**src/rtl/sweep_ctrl_pkg.sv**
```systemverilog
// Shared types and counter pin polarities for the sweep sequencer.
package sweep_ctrl_pkg;
  localparam int SW_WIDTH = 8;
  localparam int SW_LAPW  = 4;

  // updn_cntr pin polarities
  localparam logic LOAD_ACT = 1'b0;
  localparam logic SRST_ACT = 1'b1;

  typedef enum logic [2:0] {IDLE, LOAD, UP, DOWN, CLR, FIN} state_t;

  typedef struct packed {
    logic [SW_WIDTH-1:0] lo;
    logic [SW_WIDTH-1:0] hi;
    logic [SW_LAPW-1:0]  laps;
  } sweep_cmd_t;

  function automatic logic [SW_LAPW-1:0] norm_laps(input logic [SW_LAPW-1:0] l);
    return (l == '0) ? SW_LAPW'(1) : l;
  endfunction
endpackage

```
**src/rtl/sweep_ctrl.sv**
```systemverilog
// Sweep sequencer driving updn_cntr: load lo, count lo->hi->lo for N laps, pulse done.
// Optional SWEEP_PAUSE_EN adds a pause input that freezes UP/DOWN progress.
module sweep_ctrl
  import sweep_ctrl_pkg::*;
#(
  parameter int WIDTH = SW_WIDTH,
  parameter int LAPW  = SW_LAPW
) (
  input  logic             clk,
  input  logic             reset_n,
  input  logic             cmd_valid,
  output logic             cmd_ready,
  input  logic [WIDTH-1:0] cmd_lo,
  input  logic [WIDTH-1:0] cmd_hi,
  input  logic [LAPW-1:0]  cmd_laps,
  input  logic             abort,
`ifdef SWEEP_PAUSE_EN
  input  logic             pause,
`endif
  output logic             done,
  output logic             err,
  input  logic [WIDTH-1:0] cnt_out,
  output logic [WIDTH-1:0] cnt_in,
  output logic             up_dn,
  output logic             ena,
  output logic             cnt_load,
  output logic             s_reset
);

  state_t           r_state;
  sweep_cmd_t       r_cmd;
  logic [LAPW-1:0]  r_laps_left;
  logic             w_pause;

`ifdef SWEEP_PAUSE_EN
  assign w_pause = pause;
`else
  assign w_pause = 1'b0;
`endif

  // Counter pins decode state + cnt_out so the turnaround lands on the same edge.
  always_comb begin
    ena      = 1'b0;
    up_dn    = 1'b1;
    cnt_load = ~LOAD_ACT;
    s_reset  = ~SRST_ACT;
    cnt_in   = r_cmd.lo;
    case (r_state)
      LOAD: begin
        cnt_load = LOAD_ACT;
        ena      = 1'b1;
      end
      UP: if (!w_pause) begin
        ena   = 1'b1;
        up_dn = (cnt_out != r_cmd.hi);
      end
      DOWN: if (!w_pause) begin
        if (cnt_out != r_cmd.lo) begin
          ena   = 1'b1;
          up_dn = 1'b0;
        end else if (r_laps_left != LAPW'(1)) begin
          ena = 1'b1;
        end
      end
      CLR:     s_reset = SRST_ACT;
      default: ;
    endcase
  end

  always_ff @(posedge clk or negedge reset_n) begin
    if (!reset_n) begin
      r_state     <= IDLE;
      r_cmd       <= '0;
      r_laps_left <= '0;
      cmd_ready   <= 1'b1;
      done        <= 1'b0;
      err         <= 1'b0;
    end else begin
      done <= 1'b0;
      err  <= 1'b0;
      case (r_state)
        IDLE: if (cmd_valid) begin
          r_cmd       <= '{lo: cmd_lo, hi: cmd_hi, laps: cmd_laps};
          r_laps_left <= norm_laps(cmd_laps);
          cmd_ready   <= 1'b0;
          // An empty or inverted range never touches the counter.
          if (cmd_lo >= cmd_hi) begin
            r_state <= FIN;
            done    <= 1'b1;
            err     <= 1'b1;
          end else begin
            r_state <= LOAD;
          end
        end
        LOAD: r_state <= abort ? CLR : UP;
        UP: begin
          if (abort)                                r_state <= CLR;
          else if (!w_pause && cnt_out == r_cmd.hi) r_state <= DOWN;
        end
        DOWN: begin
          if (abort) begin
            r_state <= CLR;
          end else if (!w_pause && cnt_out == r_cmd.lo) begin
            r_laps_left <= r_laps_left - LAPW'(1);
            if (r_laps_left == LAPW'(1)) begin
              r_state <= FIN;
              done    <= 1'b1;
            end else begin
              r_state <= UP;
            end
          end
        end
        CLR: begin
          r_state <= FIN;
          done    <= 1'b1;
          err     <= 1'b1;
        end
        FIN: begin
          r_state   <= IDLE;
          cmd_ready <= 1'b1;
        end
        default: begin
          r_state   <= IDLE;
          cmd_ready <= 1'b1;
        end
      endcase
    end
  end

endmodule

```
**config.mk**
```make
export PLATFORM = sky130hd
export DESIGN_NAME = sweep_ctrl
export DESIGN_NICKNAME = d
export VERILOG_FILES = /design/src/rtl/sweep_ctrl_pkg.sv /design/src/rtl/sweep_ctrl.sv
export SDC_FILE = /design/constraint.sdc
export NUM_CORES = 1
export LEC_CHECK = 0
export ABC_AREA = 1
export BUFFER_PORTS_ARGS = -buffer_cell sky130_fd_sc_hd__buf_2
export CAP_MARGIN = 20
export CELL_PAD_IN_SITES_DETAIL_PLACEMENT = 0
export CELL_PAD_IN_SITES_GLOBAL_PLACEMENT = 1
export CORE_MARGIN = 4
export CORE_UTILIZATION = 34
export CTS_BUF_LIST = sky130_fd_sc_hd__clkbuf_16
export CTS_CLUSTER_DIAMETER = 100
export DETAILED_ROUTE_END_ITERATION = 7
export PLACE_DENSITY = 0.75
export SLEW_MARGIN = 20
export SYNTH_ARGS = -nofsm -noshare
export SYNTH_HDL_FRONTEND = slang
export SYNTH_SLANG_ARGS = --single-unit
export TNS_END_PERCENT = 1
```
**constraint.sdc**
```tcl
create_clock -name clk -period 1.2 [get_ports clk]
set_input_delay 0.24 -clock clk [delete_from_list [all_inputs] [get_ports clk]]
set_output_delay 0.24 -clock clk [all_outputs]
set_load 0.02 [all_outputs]
```
==> flow_metrics.py, run 1 <==
metrics = {
    "routing": {
        "vias": 1843,
        "wl_per_cell_um": 10.78,
        "ant_nets": 0,
        "post-route-drc-count": 0,
        "avgViaCountPerCell": 4.357,
        "firstDrtPassIters": 4,
        "drt_iter0_markers": 63,
        "wirelength_um": 4561,
    },
    "worst_setup_path": {
        "arrival_ns": 1.45,
        "required_ns": 0.96,
        "path_cells": "xnor2_1, nand2_1, nor2_2, nand2_1, nand2_1, o21ai_1, inv_1, buf_6",
        "cpMaxStageDelayCell": "dfrtp_1",
        "cp_max_fo": 2,
        "end_kind": "output port",
        "crit_top_cell": "nand2_1",
        "path_class": "reg2out",
        "start_kind": "register",
        "max_stage_delay_ns": 0.40,
    },
    "cts": {
        "clk_path_buf_depth": 2,
        "cts_buffers": 3,
        "cts_root_buffer": "clkbuf_16",
        "ctsHtreeMaxLevel": 1,
        "clock_latency_ns": 0.26,
        "cts_tree": "done",
        "clock-sinks": 26,
        "clk_pin_slew_worst_paths_ns": 0.07,
    },
    "floorplanning": {
        "core_um2": 5238,
        "die_x_um": 82.42,
        "dieHeight_um": 82.42,
        "fp-row-count": 26,
        "die-area_um2": 6793,
        "ioPinCount": 47,
        "initial_core_util_pct": 35.95,
    },
    "outcome": {
        "status": "finished, violations left",
        "violations": "setup timing",
    },
    "grt": {
        "grtUsageMet3_pct": 1.952,
        "gr-usage-met1_pct": 19.74,
        "top_usage_layer": "met2",
        "met2_usage_pct": 25.32,
        "antenna_found_initial": 0,
        "grt_first_pass_wirelength_um": 7872,
        "track_usage_pct": 14.88,
        "first_global_vias": 1855,
        "grt_max_degree": 27,
        "grt_overflow_total": 0,
    },
    "synth": {
        "ys_seq_elements": 26,
        "synth_ff_type": "dfrtp_1",
        "synth_top_area_share_pct": 33.22,
        "synthTopCellsByCount": "105 x nand2_1, 44 x inv_1, 25 x dfrtp_1, 16 x o21ai_0, 15 x nor2_1",
        "synthCells": 272,
        "yosysMostFrequentCell": "nand2_1",
        "synth_area_um2": 1883,
        "synth_warnings": 0,
        "yosysUniqueCellTypes": 28,
        "async_reset_ff_share_pct": 100.0,
        "synth_area_leaders": "dfrtp_1 33%, nand2_1 21%, inv_1 8.8%, ha_1 6.6%, o21ai_0 4.3%",
        "yosysTopAreaCell": "dfrtp_1",
        "syn-mean-instance-area_um2": 6.923,
        "synth_edf_count": 0,
        "seq_area_frac_synth_pct": 34.62,
        "synthesis.nets": 314,
    },
    "timing": {
        "max_freq_ghz": 0.5920,
        "tightest_slew_ns": 0.3519,
        "setup_ws_ns": -0.4892,
        "slew_viol_final": 0,
        "finalHoldViolCount": 0,
        "fin_crit_sh_pct": 140.8,
        "fin_setup_tns_ns": -4.029,
        "fin_skew_ns": 0.001166,
        "max_slew_margin_pct": 76.54,
        "rsz0062_at_grt": "true",
        "setup_violations": 33,
        "finalCriticalPeriod_ns": 1.689,
    },
    "place": {
        "io_buffers": 46,
        "place.gp.congestion": 0.8340,
        "preCtsSetupSlack_ns": -0.3157,
        "dp_cells": 412,
        "hpwl_um": 3584,
    },
    "finish": {
        "nNetsFinal": 396,
        "synthToLayoutAreaGrowth_pct": 43.06,
        "instances_no_fill": 423,
        "fillers": 537,
        "drive_gt1_share_pct": 36.54,
        "antenna_cells": 0,
        "fin_util_pct": 51.43,
    },
    "run": {
        "max-cap-violations": 0,
    },
    "min_path": {
        "worstHoldPathType": "in2reg",
    },
    "pwr": {
        "p_total_uw": 6109,
        "max-vdd-ir-drop_mv": 0.8377,
        "p_per_area_nw_per_um2": 2268,
        "p_leak_uw": 0.001531,
    },
}
==> final timing paths <==
check                           slack [ns]  cells after the start                  start                          to
worst max-delay path                 -0.49                      8  cnt_in[4]$_DFFE_PN0P_                       up_dn
worst min-delay path                  0.20                      3              cmd_lo[0]       cnt_in[0]$_DFFE_PN0P_
worst max register to register       -0.23                     11  cnt_in[5]$_DFFE_PN0P_  r_laps_left[1]$_DFFE_PN0P_
worst min register to register        0.47                      2  cmd_ready$_DFFE_PN1P_       cmd_ready$_DFFE_PN1P_
max in group asynchronous             0.39                      3                reset_n       cmd_ready$_DFFE_PN1P_
min in group asynchronous             0.50                      3                reset_n        r_cmd[4]$_DFFE_PN0P_
==> state kept, by name (all words and copies together) (netlist names) <==
signal       cells
done             1
err              1
r_cmd            8
cnt_in           8
r_state          3
r_laps_left      4
cmd_ready        1
==> area by class of cell <==
class	instances	area, µm²	share of cell area, %
Clock inverter	1	30.03	1.115
Sequential cell	26	654.4	24.29
Multi-Input combinational cell	189	1045	38.78
Tap cell	70	87.58	3.251
Clock buffer	3	75.07	2.787
Timing Repair Buffer	88	626.9	23.27
Inverter	46	175.2	6.503
==> power by group <==
group	internal, µW	leakage [µW]	switching (µW)
registers	1320	0.000319	299
logic	1680	0.00116	1820
clock network	664	0.0000511	327
total	3670	0.00153	2440
==> layer usage <==
layer | wire length [µm] | vias to the layer above
met3 | 189 | 2
met1 | 2201 | 809
met5 | 0 | -
li1 | - | 995
met4 | 20 | 0
met2 | 2150 | 37
==> cells in the final DEF (no fill, tap or decap), types with 2 or more instances in the layout <==
master,n
nand4_1,3
inv_2,5
inv_1,40
nor2_1,9
o21ai_2,3
dfrtp_2,2
nor2_4,2
a21oi_1,3
buf_4,38
dfrtp_1,23
buf_2,38
buf_12,2
buf_6,9
nand2_2,10
nand2_4,4
nand2_1,94
nand3_1,10
nor3_1,2
ha_1,10
o21ai_1,11
xnor2_1,5
clkbuf_16,3
o21ai_0,8
nor2_2,5
==> worst max-delay path: cells and delay by family, from the launching register on <==
kind	cells	cell delay, ns
AO/OA/AOI/OAI	1	0.06
XOR/XNOR	1	0.16
buffers and inverters	2	0.18
flip-flops	1	0.40
AND/OR/NAND/NOR	4	0.39
==> cells by family after synthesis <==
| family | count (synthesis) | synth area share (%) |
|---|---|---|
| adder cells (fa/ha/maj) | 10 | 6.645 |
| XOR/XNOR | 7 | 3.256 |
| flip-flops | 26 | 34.62 |
| AO/OA/AOI/OAI | 28 | 8.439 |
| AND/OR/NAND/NOR | 144 | 33.16 |
| buffers and inverters | 57 | 13.89 |
==> metrics by stage <==
step | cell area, µm² | hold WS, ns
2_1_floorplan | 1883 | -0.05559
3_3_place_gp | 2402 | 0.2573
3_5_place_dp | 2402 | 0.2673
4_1_cts | 2606 | 0.2063
5_1_grt | 2694 | 0.2179
6_report | 2694 | 0.2042
==> repair_timing <==
| item | 4_1_cts | 5_1_grt |
|---|---|---|
| buffers inserted | 4 | 2 |
| hold buffers | 1 | 0 |
| pin swaps | 9 | 5 |
| gates resized for setup | 26 | 27 |
| setup endpoints to repair | 31 | 36 |
| hold endpoints to repair | 25 | 0 |
Note: power is estimated with default switching activity, not from simulation.
==> run 2: changes to the inputs <==
Settings changed: CELL_PAD_IN_SITES_DETAIL_PLACEMENT 0 to 1, CELL_PAD_IN_SITES_GLOBAL_PLACEMENT 1 to 2, CORE_UTILIZATION 34 to 26, PLACE_DENSITY 0.75 to 0.74.
==> flow_metrics.py, run 2 (synthesis gave the netlist of run 1 again) <==
metrics = {
    "pwr": {
        "p_total_uw": 6550,
        "switching_share_pct": 40.43,
        "p_per_area_nw_per_um2": 2300,
        "comb_power_share_pct": 59.9,
        "p_seq_share_pct": 24.9,
        "p_leak_uw": 0.001589,
        "max-vdd-ir-drop_mv": 0.6348,
        "p_clk_share_pct": 15.2,
        "switchingPower_uw": 2648,
        "p_int_uw": 3902,
    },
    "floorplanning": {
        "fp-row-count": 30,
        "dieHeight_um": 93.11,
        "core_um2": 6907,
        "initial_core_util_pct": 27.26,
        "ioPinCount": 47,
        "die_x_um": 93.11,
        "die-area_um2": 8669,
    },
    "timing": {
        "slew_viol_final": 0,
        "finalCriticalPeriod_ns": 1.716,
        "whs_ns": 0.2056,
        "max_slew_margin_pct": 74.55,
        "rsz0062_at_grt": "true",
        "fin_setup_tns_ns": -4.067,
        "fin_skew_ns": 0.002628,
        "max_freq_ghz": 0.5827,
        "setup_ws_ns": -0.5161,
        "finalHoldViolCount": 0,
        "tightest_slew_ns": 0.3818,
        "setup_violations": 31,
        "fin_crit_sh_pct": 143.0,
    },
    "routing": {
        "wl_per_cell_um": 12.26,
        "firstDrtPassIters": 4,
        "post-route-drc-count": 0,
        "avgViaCountPerCell": 4.231,
        "wirelength_um": 5616,
        "vias": 1938,
        "ant_nets": 0,
        "drt_iter0_markers": 49,
    },
    "grt": {
        "grt_max_degree": 27,
        "first_global_vias": 2088,
        "track_usage_pct": 13.41,
        "grt_overflow_total": 0,
        "antenna_found_initial": 0,
        "grt_first_pass_wirelength_um": 9404,
    },
    "cts": {
        "clk_pin_slew_worst_paths_ns": 0.07,
        "clock_latency_ns": 0.26,
        "cts_root_buffer": "clkbuf_16",
        "cts_tree": "done",
        "clock-sinks": 26,
        "ctsHtreeMaxLevel": 1,
        "clk_path_buf_depth": 2,
        "cts_buffers": 3,
    },
    "finish": {
        "nNetsFinal": 405,
        "multi_input_area_um2": 1077,
        "synthToLayoutAreaGrowth_pct": 51.23,
        "layout_common_cells": "90 x nand2_1, 43 x buf_4, 38 x inv_1, 37 x buf_2, 23 x dfrtp_1",
        "drive_gt1_share_pct": 41.16,
        "fillers": 907,
        "seqCellArea_um2": 654.4,
        "stdcell_area_um2": 2848,
        "antenna_cells": 0,
        "instances_no_fill": 458,
        "layout.cells.most_common": "nand2_1",
    },
    "outcome": {
        "status": "finished, violations left",
        "violations": "setup timing",
    },
    "worst_setup_path": {
        "path_cells": "inv_2, nand2_2, nand2_2, inv_2, nand2_2, nor2_2, nand2_2, nand2_2, nand4_1, buf_6",
        "start_kind": "register",
        "critPathTopFamily": "simple AND/OR/NAND/NOR gates",
        "end_kind": "output port",
        "required_ns": 0.96,
        "worstPathBufferInverterCount": 3,
        "cpMaxStageDelayCell": "dfrtp_1",
        "arrival_ns": 1.48,
        "cp_max_fo": 3,
        "crit_top_cell": "nand2_2",
        "path_class": "reg2out",
        "max_stage_delay_ns": 0.41,
    },
    "place": {
        "dp_cells": 442,
        "hpwl_um": 4293,
        "io_buffers": 46,
        "placed_area_um2": 2465,
        "place.gp.congestion": 0.7865,
    },
    "min_path": {
        "worstHoldPathType": "in2reg",
    },
    "run": {
        "max-cap-violations": 0,
    },
}
## run 2: changes by cell type in the layout (fill, tap and decap cells not counted), sizes merged
cell / before / now
buf: 87 / 96
## run 2: worst paths after layout
kind	start	to	slack [ns]	depth (start not counted)
worst min register to register	cmd_ready$_DFFE_PN1P_	cmd_ready$_DFFE_PN1P_	0.50	2
worst max-delay path	cnt_in[2]$_DFFE_PN0P_	ena	-0.52	10
worst min-delay path	cmd_lo[2]	cnt_in[2]$_DFFE_PN0P_	0.21	3
worst max register to register	cnt_in[2]$_DFFE_PN0P_	r_laps_left[3]$_DFFE_PN0P_	-0.35	12
max in group asynchronous	reset_n	cmd_ready$_DFFE_PN1P_	0.36	3
min in group asynchronous	reset_n	cnt_in[1]$_DFFE_PN0P_	0.52	3
## run 2: metal layers
| layer | global-route usage [%] | vias to the layer above | part of all wire, % |
|---|---|---|---|
| li1 | - | 1005 | - |
| met4 | 2.930 | 0 | 1.0 |
| met1 | 16.94 | 902 | 45 |
| met3 | 1.448 | 4 | 2.2 |
| met2 | 24.48 | 27 | 52 |
| met5 | 0 | - | 0 |
## run 2: timing repair
| item | CTS | global route |
|---|---|---|
| pin swaps | 9 | 11 |
| gates resized for setup | 35 | 37 |
| gates cloned | 0 | 0 |
| setup buffers | 6 | 5 |
| endpoints found under the setup margin | 32 | 35 |
| hold buffers | 1 | 0 |
| hold endpoints to repair | 19 | 0 |
## run 2: final cells by class
class                   count  share of cell area (%)
well taps                  96                   4.218
flip-flops and latches     26                   22.98
repair buffers             97                   25.13
clock inverters             1                   1.054
multi-input cells         189                   37.83
clock buffers               3                   2.636
inverters                  46                   6.151
## run 2: worst register-to-register path: stages (launching register included)
cell,delay [ns]
dfrtp_1,0.41
inv_2,0.06
nand2_2,0.06
nand2_2,0.08
buf_6,0.12
buf_6,0.10
buf_6,0.10
nor2_4,0.07
nand2_2,0.07
nor2_4,0.12
nand2_4,0.09
nand3_1,0.08
nand2_1,0.06
## run 2: power groups by stage
| stage | Clock (µW) | Combinational, µW | Sequential [µW] |
|---|---|---|---|
| 2_1_floorplan | 0 | 1950 | 1670 |
| 3_3_place_gp | 0 | 3120 | 1600 |
| 3_5_place_dp | 0 | 3190 | 1630 |
| 4_1_cts | 1030 | 3590 | 1620 |
| 5_1_grt | 1070 | 4340 | 1700 |
| 6_report | 999 | 3920 | 1630 |
## run 2: metrics by stage
stage	setup WS [ns]	util (%)
4_1_cts	-0.5114	39.28
2_1_floorplan	-0.05263	-
6_report	-0.5161	41.23
3_3_place_gp	-0.2864	35.69
3_5_place_dp	-0.2771	35.69
5_1_grt	-0.6471	41.23
==> run 3: changes to the inputs <==
Settings changed: CORE_UTILIZATION 26 to 29, PLACE_DENSITY 0.74 to 0.78.
Clock period 1.2 ns to 1.75 ns, I/O delays scaled along.
==> flow_metrics.py, run 3 (synthesis gave the netlist of run 1 again) <==
metrics = {
    "grt": {
        "grt_overflow_total": 0,
        "grt_first_pass_wirelength_um": 8631,
        "track_usage_pct": 14.24,
        "first_global_vias": 1881,
        "grt_max_degree": 27,
        "antenna_found_initial": 0,
    },
    "finish": {
        "instances_no_fill": 405,
        "layout.cells.most_common": "nand2_1",
        "fillers": 840,
        "nNetsFinal": 371,
        "drive_gt1_share_pct": 27.13,
        "multi_input_area_um2": 989.7,
        "synthToLayoutAreaGrowth_pct": 27.24,
        "seqCellArea_um2": 653.1,
        "layout_common_cells": "102 x nand2_1, 45 x buf_2, 42 x inv_1, 24 x dfrtp_1, 16 x buf_4",
        "antenna_cells": 0,
    },
    "place": {
        "io_buffers": 46,
        "preCtsSetupSlack_ns": -0.003084,
        "hpwl_um": 3937,
        "place.gp.congestion": 0.7340,
        "dp_cells": 386,
    },
    "timing": {
        "max_freq_ghz": 0.5496,
        "fin_setup_tns_ns": -0.1206,
        "finalHoldViolCount": 0,
        "fin_skew_ns": 0.006767,
        "whs_ns": 0.1048,
        "setup_violations": 2,
        "fin_crit_sh_pct": 104.0,
        "finalCriticalPeriod_ns": 1.819,
        "tightest_slew_ns": 0.6441,
        "max_slew_margin_pct": 57.06,
        "slew_viol_final": 0,
        "setup_ws_ns": -0.06942,
        "rsz0062_at_grt": "true",
    },
    "floorplanning": {
        "die_x_um": 88.58,
        "core_um2": 6314,
        "dieHeight_um": 88.58,
        "initial_core_util_pct": 29.83,
        "die-area_um2": 7846,
        "ioPinCount": 47,
        "fp-row-count": 29,
    },
    "pwr": {
        "p_per_area_nw_per_um2": 1589,
        "p_total_uw": 3808,
        "max-vdd-ir-drop_mv": 0.5668,
        "p_leak_uw": 0.001374,
    },
    "outcome": {
        "violations": "setup timing",
        "status": "finished, violations left",
    },
    "routing": {
        "vias": 1797,
        "firstDrtPassIters": 4,
        "avgViaCountPerCell": 4.437,
        "ant_nets": 0,
        "drt_iter0_markers": 51,
        "wl_per_cell_um": 12.43,
        "wirelength_um": 5033,
        "post-route-drc-count": 0,
    },
    "cts": {
        "ctsHtreeMaxLevel": 1,
        "clk_pin_slew_worst_paths_ns": 0.07,
        "cts_buffers": 3,
        "cts_root_buffer": "clkbuf_16",
        "clock-sinks": 26,
        "cts-hold-fix-buffers": 0,
        "clk_path_buf_depth": 2,
        "clock_latency_ns": 0.27,
        "cts_tree": "done",
    },
    "worst_setup_path": {
        "required_ns": 1.40,
        "cpMaxStageDelayCell": "dfrtp_1",
        "path_class": "reg2out",
        "end_kind": "output port",
        "path_cells": "inv_1, nand2_1, nand2_1, nand2_2, nor2_2, nand2_2, nand2_2, nand4_1, buf_2",
        "arrival_ns": 1.47,
        "max_stage_delay_ns": 0.39,
        "start_kind": "register",
        "crit_top_cell": "nand2_2",
        "cp_max_fo": 3,
    },
    "min_path": {
        "worstHoldPathType": "in2async",
    },
    "run": {
        "max-cap-violations": 0,
    },
}
[run 3: cell count changes in the layout (fill, tap and decap cells not counted), sizes merged]
| cell | previous run | this run |
|---|---|---|
| buf | 96 | 63 |
| dlygate4sd3 | 1 | 0 |
[run 3: final cells by class]
cell class,count,area share [%]
well taps,77,4.021
flip-flops and latches,26,27.26
repair buffers,63,15.72
clock buffers,3,3.133
clock inverters,1,1.253
multi-input cells,189,41.31
inverters,46,7.311
[run 3: final timing paths]
| kind | from | to | slack, ns | cells past startpoint |
|---|---|---|---|---|
| max | cnt_in[1]$_DFFE_PN0P_ | ena | -0.07 | 9 |
| min | reset_n | r_cmd[7]$_DFFE_PN0P_ | 0.10 | 1 |
| max reg2reg | cnt_in[2]$_DFFE_PN0P_ | cnt_in[2]$_DFFE_PN0P_ | 0.05 | 11 |
| min reg2reg | cmd_ready$_DFFE_PN1P_ | cmd_ready$_DFFE_PN1P_ | 0.48 | 2 |
| max in group asynchronous | reset_n | r_state[1]$_DFFE_PN0P_ | 1.19 | 1 |
| min in group clk | cmd_lo[3] | cnt_in[3]$_DFFE_PN0P_ | 0.30 | 3 |
[run 3: timing repair]
action                     4_1_cts  5_1_grt
pin swaps                        4        2
resized for setup                7        7
setup buffers                   14        1
setup endpoints to repair        2        4
[run 3: report_power, final]
part	internal [µW]	switching [µW]
Combinational	829	1150
Sequential	902	237
Clock	456	230
Total	2190	1620
[run 3: worst max-delay path: cells and delay by family, from the launching register on]
kind                   cells  cell delay, ns
DFF                        1            0.39
buffers and inverters      2            0.24
and+or+nand+nor            7            0.57
[run 3: layer usage]
layer	up-vias	part of all wire, %	global-route usage [%]
met5	-	0	0
met4	0	1.7	5.357
met3	5	3.4	1.304
met2	26	46	24.34
met1	828	48	18.63
li1	938	-	-
[run 3: per-stage QoR]
stage / instance area [µm²] / util (%)
2_1_floorplan: 1883 / -
3_3_place_gp: 2151 / 34.07
3_5_place_dp: 2151 / 34.07
4_1_cts: 2375 / 37.61
5_1_grt: 2396 / 37.95
6_report: 2396 / 37.95
